$ cat src/rtl/rou_axi_rd_tracker.sv
// AXI read-burst tracker: AR -> slot + registered ring request (1 cycle); ring beats -> AXI R register (1 cycle).
// Backpressure: arready drops when no slot is free, the id is in flight, or the request register is stalled; resp_ready follows R.
module rou_axi_rd_tracker #(
  parameter int DWID  = 128,
  parameter int AWID  = 32,
  parameter int IDWID = 4,
  parameter int NSLOT = 4,
  parameter int SLOTW = 2,
  parameter int BWID  = 4
) (
  input  logic               clk,
  input  logic               rst_n,
  input  logic [IDWID-1:0]   arid,
  input  logic [AWID-1:0]    araddr,
  input  logic [7:0]         arlen,
  input  logic [2:0]         arsize,
  input  logic               arvalid,
  output logic               arready,
  output logic               req_valid,
  input  logic               req_ready,
  output logic [AWID-1:0]    req_addr,
  output logic [15:0]        req_bytes,
  output logic [SLOTW-1:0]   req_tag,
  input  logic               resp_valid,
  output logic               resp_ready,
  input  logic [SLOTW-1:0]   resp_tag,
  input  logic [DWID-1:0]    resp_data,
  input  logic [BWID:0]      resp_bytes,
  output logic [IDWID-1:0]   rid,
  output logic [DWID-1:0]    rdata,
  output logic               rlast,
  output logic               rvalid,
  input  logic               rready,
  output logic [SLOTW:0]     busy,
  output logic               err_stray,
  output logic               err_size
);

  logic [NSLOT-1:0] active;
  logic [IDWID-1:0] slot_id   [NSLOT];
  logic [16:0]      remaining [NSLOT];

  logic             any_free;
  logic             id_hit;
  logic [SLOTW-1:0] free_idx;
  logic             ar_fire;
  logic             size_clamp;
  logic [2:0]       eff_size;
  logic [16:0]      burst_bytes;
  logic             resp_fire;
  logic             resp_hit;
  logic [16:0]      beat_bytes;
  logic [16:0]      sel_rem;
  logic             beat_last;
  logic [16:0]      rem_next;
  logic             free_now;
  logic [NSLOT-1:0] free_mask;
  logic [NSLOT-1:0] alloc_mask;
  logic [NSLOT-1:0] next_active;
  logic [SLOTW:0]   busy_next;

  // Allocation only looks at registered slot state, so a slot freed this cycle is usable next cycle.
  always_comb begin
    any_free = 1'b0;
    free_idx = '0;
    id_hit   = 1'b0;
    for (int i = NSLOT - 1; i >= 0; i--) begin
      if (!active[i]) begin
        any_free = 1'b1;
        free_idx = SLOTW'(i);
      end
    end
    for (int i = 0; i < NSLOT; i++) begin
      if (active[i] && slot_id[i] == arid) id_hit = 1'b1;
    end
  end

  assign arready     = any_free && !id_hit && (!req_valid || req_ready);
  assign ar_fire     = arvalid && arready;
  assign size_clamp  = arsize > 3'(BWID);
  assign eff_size    = size_clamp ? 3'(BWID) : arsize;
  assign burst_bytes = (17'(arlen) + 17'd1) << eff_size;

  assign resp_ready = !rvalid || rready;
  assign resp_fire  = resp_valid && resp_ready;
  assign resp_hit   = active[resp_tag];
  assign beat_bytes = 17'(resp_bytes);
  assign sel_rem    = remaining[resp_tag];
  assign beat_last  = beat_bytes >= sel_rem;
  assign rem_next   = beat_last ? 17'd0 : sel_rem - beat_bytes;

  assign free_now = rvalid && rready && rlast;

  always_comb begin
    free_mask  = '0;
    alloc_mask = '0;
    busy_next  = '0;
    for (int i = 0; i < NSLOT; i++) begin
      free_mask[i]  = free_now && active[i] && (slot_id[i] == rid);
      alloc_mask[i] = ar_fire && (free_idx == SLOTW'(i));
    end
    next_active = (active & ~free_mask) | alloc_mask;
    for (int i = 0; i < NSLOT; i++) begin
      busy_next = busy_next + (SLOTW+1)'(next_active[i]);
    end
  end

  always_ff @(posedge clk or negedge rst_n) begin
    if (!rst_n) begin
      active <= '0;
      for (int i = 0; i < NSLOT; i++) begin
        slot_id[i]   <= '0;
        remaining[i] <= '0;
      end
    end else begin
      active <= next_active;
      for (int i = 0; i < NSLOT; i++) begin
        if (alloc_mask[i]) begin
          slot_id[i]   <= arid;
          remaining[i] <= burst_bytes;
        end else if (resp_fire && resp_hit && resp_tag == SLOTW'(i)) begin
          remaining[i] <= rem_next;
        end
      end
    end
  end

  // Request register reloads directly on a back-to-back accept, so there is no bubble.
  always_ff @(posedge clk or negedge rst_n) begin
    if (!rst_n) begin
      req_valid <= 1'b0;
      req_addr  <= '0;
      req_bytes <= '0;
      req_tag   <= '0;
      rvalid    <= 1'b0;
      rlast     <= 1'b0;
      rid       <= '0;
      rdata     <= '0;
      busy      <= '0;
      err_stray <= 1'b0;
      err_size  <= 1'b0;
    end else begin
      if (ar_fire) begin
        req_valid <= 1'b1;
        req_addr  <= araddr;
        req_bytes <= burst_bytes[15:0];
        req_tag   <= free_idx;
      end else if (req_ready) begin
        req_valid <= 1'b0;
      end
      if (resp_fire && resp_hit) begin
        rvalid <= 1'b1;
        rdata  <= resp_data;
        rid    <= slot_id[resp_tag];
        rlast  <= beat_last;
      end else if (rready) begin
        rvalid <= 1'b0;
        rlast  <= 1'b0;
      end
      busy      <= busy_next;
      err_stray <= resp_fire && !resp_hit;
      err_size  <= ar_fire && size_clamp;
    end
  end

endmodule

$ cat config.mk
export PLATFORM = sky130hd
export DESIGN_NAME = rou_axi_rd_tracker
export DESIGN_NICKNAME = d
export VERILOG_FILES = /design/src/rtl/rou_axi_rd_tracker.sv
export SDC_FILE = /design/constraint.sdc
export NUM_CORES = 1
export LEC_CHECK = 0
export CAP_MARGIN = 5
export CORE_MARGIN = 1
export CORE_UTILIZATION = 51
export CTS_CLUSTER_SIZE = 25
export DETAILED_ROUTE_END_ITERATION = 10
export GPL_TIMING_DRIVEN = 1
export PLACE_DENSITY_LB_ADDON = 0.15
export RECOVER_POWER = 25
export SLEW_MARGIN = 40
export SYNTH_ARGS = -nofsm -noshare
export SYNTH_HDL_FRONTEND = slang
export SYNTH_SLANG_ARGS = --single-unit
export TNS_END_PERCENT = 50
$ cat constraint.sdc
create_clock -name clk -period 8.9 [get_ports clk]
set_clock_uncertainty 0.2 [all_clocks]
set_input_delay 0.89 -clock clk [delete_from_list [all_inputs] [get_ports clk]]
set_output_delay 0.89 -clock clk [all_outputs]
set_load 0.01 [all_outputs]
# After elaboration in Yosys (flattened, before gate mapping)
# Index checks and enable logic that the tools add are counted.
# op_classes
eq_ne,14
shift,1
reduce_logical,43
muxes,35
magnitude_cmp,4
bitwise,4
add_sub_neg,5
# op_table
cell,count
$mux 17,11
$bmux 17 s2,1
$eq 4x4->1,8
$logic_and 1x1->1,29
$ge 5x17->1,1
$shl 9x3->17,1
$sub 17x5->17,1
$mux 1,14
$reduce_bool 2->1,6
$add 8x1->9 const B,1
$bmux 4 s2,1
$eq 2x2->1 const B,4
$mux 2,4
$mux 4,2
$and 4x4->4,1
$eq 2x1->1 const B,2
$logic_not 1->1,4
$logic_not 2->1,2
$not 4->4,1
$or 4x4->4,1
$add 2x1->3,1
$add 3x1->3,1
$ge 3x3->1 const B,1
$gt 3x3->1 const B,1
other kinds (6),7
# word_totals
output_inout_bits,192
in_bits,188
regBits,278

# Logic depth before layout (Yosys ltp)
# depth
ltp_word,15
depth_mapped,15
depth_no_buf,11

# Worst setup path before layout
# OpenSTA, ideal clock, no wires.
# synth_timing
path_type,input -> register
from,input port resp_tag[0]
to,register remaining[10] (netlist bit)
t_arrival_ns,4.574
setup_slack_ns,4.035
path_buffers,4
cell_stages,15
path_cell_list,buf_6 buf_2 buf_1 mux4_2 inv_1 ha_1 inv_1 fa_1 a21o_1 a31o_2 or4_1 clkbuf_1 or2_2 o21a_1 o221ai_1
# synth_between
elab_chain_cells,8
word_cells_on_any_way,15
classes_between,add/sub: 1; order compare: 1; eq/ne: 1; mux: 8; bitwise: 1; reduce/logical: 3
# synth_lines
item,line_no,source
start: declaration,26,"input logic [SLOTW-1:0] resp_tag,"
$not 2->3 (not written as such),88,assign sel_rem = remaining[resp_tag];
$bmux 17 s2,88,
$mux 17 (not written as such) (2 in series),88,
$sub 17x5->17 or $ge 5x17->1 (tied branches),"90, 89",
$mux 17,90,assign rem_next = beat_last ? 17'd0 : sel_rem - beat_bytes;
$mux 17,121,end else if (resp_fire && resp_hit && resp_tag == SLOTW'(i)) begin
$mux 17,118,if (alloc_mask[i]) begin
end signal: indexed assignment,120,remaining[i] <= burst_bytes;
end signal: indexed assignment,122,remaining[i] <= rem_next;
end: declaration,41,logic [16:0] remaining [NSLOT];
# Several ways; a longest one is shown, not always the timed one. The select of a mux whose other input is x is not followed.
# A chain may end at the register's enable or synchronous reset.

# Worst setup path in the final report
# layout_timing
from,input port arid[3]
to,output port arready
# layout_between
elab_chain_cells,9
word_cells_on_any_way,15
classes_between,eq/ne: 4; mux: 4; reduce/logical: 7
# layout_lines
item,line_no,source
start: declaration,13,"input logic [IDWID-1:0] arid,"
$eq 4x4->1,74,if (active[i] && slot_id[i] == arid) id_hit = 1'b1;
$logic_and 1x1->1,74,
$mux 1 (3 in series),74,
$mux 1 (*),74,
$logic_not 1->1 (*),78,assign arready = any_free && !id_hit && (!req_valid || req_ready);
$logic_and 1x1->1 (*) (2 in series),78,
end: declaration,18,"output logic arready,"
# Mark *: on every way between the ends. The rest lies on a longest branch, timed or not.

==> reports/metrics.csv <==
metric,value,unit
routed len/inst,19.6,µm
CTS buffer count,30,
outcome,"finished, violations left",
final worst path period share,49.8,%
Synth Area in XOR/XNOR,3.09,%
antenna violations before repair,5,
vias in the first global route,10897,
cell mode on critical path,clkdlybuf4s50_1,
final setup violation count,0,
via count,10973,
die height,160,µm
"EDFF count, synth",0,
die footprint,25700,µm²
H-tree depth,1,
Final WS setup,4.47,ns
largest area contributor in the netlist,dfrtp_1,
WP buf/inv,2,
synth top area cells,"dfrtp_1 54%, nand2_1 13%, mux2_2 5.5%",
Post-CTS Resized,0,
CTS Buffer Depth,3,
DP Wirelength,26200,µm
GRT Util Overall,29.9,%
"Distinct cells, synth",56,
worst skew pair latency,0.55,ns
Syn Std Cell Area,12800,µm²
Fillers,1753,
final core occ,73.1,%
critical path cell sequence,clkdlybuf4s50_1 > xnor2_1 > nand3_1 > o21a_1 > nand3_2 > a21oi_1 > clkdlybuf4s50_1,
Setup CP Type,input port to output pin,
hold path startpoint,rdata[51]$_DFFE_PN0P_,
failing checks,"capacitance limit, slew limit",
Fin. Hold Viols,0,
CTS root buf,clkbuf_16,
area of the core,24500,µm²
GRT overflow,0,
Main synth FF type,dfrtp_1,
CP endpoint kind,output pin,
post-CTS setup buffers,0,
CTS tree,built,
Worst Path Max Fanout,24,
# Max-Cap Violations,1,
Std-Cell Rows,57,
Post-DRT Antenna Nets,0,
final wirelength,38500,µm
final non-filler cell total,1963,
FMAX,0.226,GHz
# hold bufs at CTS,0,
cell family with most CP delay,buffers and inverters,
share of post-route cells with drive strength above 1,10.2,%
Reg area,6960,µm²
Critical-path top delay cell,clkdlybuf4s50_1,
Rel. slew slack,-138,%
R2R Path Start,remaining[17]$_DFFE_PN0P_,
Slew @ Worst Pin,3.57,ns
Peak VDD IR,240,µV
TritonRoute pass-1 iters,5,
vias per cell,5.59,
"count leader, synth",nand2_1,
setup TNS,0,ns
Worst EP required,7.81,ns
Pwr Density,352,nW/µm²
DRT iter0 DRCs,944,
Synth Area in Compound Gates,9.38,%
yosys warns,0,
Initial Util,52.2,%
Final GP Congestion,0.901,
io pins,380,
Port Buffers,379,
Mapped Cells,1265,
Leak,8.02,nW
syn nets,1463,
post-synthesis adder-cell area fraction,1.10,%
post-synthesis mux area share,9.74,%
DRC Markers,0,
"Seq/Total Area, Yosys",54.5,%
Yosys top cell area share,54.5,%
largest family of logic cells by synthesized area,simple AND/OR/NAND/NOR gates,
multi-input logic area,5480,µm²
Place WS,4.10,ns
Num Clock Sinks,278,
Critical Path Max Stage Delay,0.60,ns
clk slew on worst S/H paths,0.06,ns
asr flop ratio synth,100,%
hold_ws,0.273,ns
Worst Setup SP,arid[3],
RSZ-0062 raised after global routing,false,
simple-gate share of the synthesized area,19.0,%
placed insts,1900,
largest net degree at the start of global routing,105,
synth cell count leaders,"426 x nand2_1, 278 x dfrtp_1, 65 x clkbuf_1",
die width,160,µm
Mean Syn Cell Area,10.1,µm²
Startpoint Class,input port,
first-pass GRT wire length,60200,µm
min Tclk post-route,4.43,ns
synthesized flop and latch total,278,
Post-layout nets,1808,
Layout area overhead,40.0,%
Slew Limit Fails,67,
Worst Path Arrival,3.34,ns
HP Class,register to register,
final cells by class:
class / instances / share of cell area, %
Timing Repair Buffer: 390 / 21.7
Multi-Input combinational cell: 883 / 30.6
Tap cell: 324 / 2.27
Antenna cell: 5 / 0.0699
Inverter: 27 / 0.567
Clock inverter: 17 / 1.21
Clock buffer: 39 / 4.67
Sequential cell: 278 / 38.9
per-stage QoR:
step / cell area, µm² / total power, mW
final: 17900 / 6.30
after global routing: 17900 / 6.67
after CTS: 17800 / 6.29
after detailed placement: 16800 / 4.93
after global placement: 16800 / 4.86
after floorplan: 12800 / 3.63
per-layer routing:
layer / wire, µm / part of all wire (%) / vias to the layer above / track usage [%]
li1: - / - / 5033 / -
met1: 14600 / 38 / 5269 / 37.8
met2: 18500 / 48 / 562 / 47.1
met3: 3870 / 10 / 109 / 9.30
met4: 1530 / 4.0 / 0 / 13.7
met5: 0 / 0 / - / 0
registers in the layout, summed over array words and instances, names as in the netlist:
register,cells
active,4
slot_id,16
rid,4
rdata,128
req_tag,2
rvalid,1
req_bytes,16
err_stray,1
err_size,1
busy,3
req_addr,32
req_valid,1
rlast,1
remaining,68
path summary, 6_finish.rpt:
kind                                             end  slack [ns]  cells after the start
min                            rdata[51]$_DFFE_PN0P_        0.27                      2
min reg2reg                    rdata[51]$_DFFE_PN0P_        0.27                      2
max reg2reg                remaining[27]$_DFFE_PN0P_        5.33                     11
max                                          arready        4.47                      7
max in group asynchronous   req_addr[24]$_DFFE_PN0P_        4.61                      3
min in group asynchronous       rdata[3]$_DFFE_PN0P_        1.33                      1
cells by family after synthesis:
logic type / count (synthesis)
and+or+nand+nor: 579
xor gates and xnor gates: 45
muxes: 89
buffers and inverters: 104
DFF: 278
AOI/OAI and AO/OA: 160
adders and majority gates: 10
tightest hold or removal path, delay by kind of cell (launching register included):
kind	cells	cell delay (ns)
flip-flops	1	0.34
AND/OR/NAND/NOR	2	0.10
cells in the final DEF (no fill, tap or decap), types with 10 or more instances in the layout:
cell type and instances:
nand4_1 11, inv_1 27, clkdlybuf4s50_1 377, dfrtp_1 278, clkbuf_16 31, xor2_1 19
nand2_1 425, a21oi_1 11, mux2_2 62, o221ai_1 20, xnor2_1 26, clkinv_2 10
nor2_1 30, o21ai_0 38, a221o_1 28, nor3_1 27, mux4_2 22, nand3_1 33
power by group:
part	internal (mW)	switching [mW]
sequential	1.82	0.364
clock	0.805	0.521
combinational	1.40	1.38
total	4.03	2.27
No activity file was read; power rests on OpenSTA's default activity.
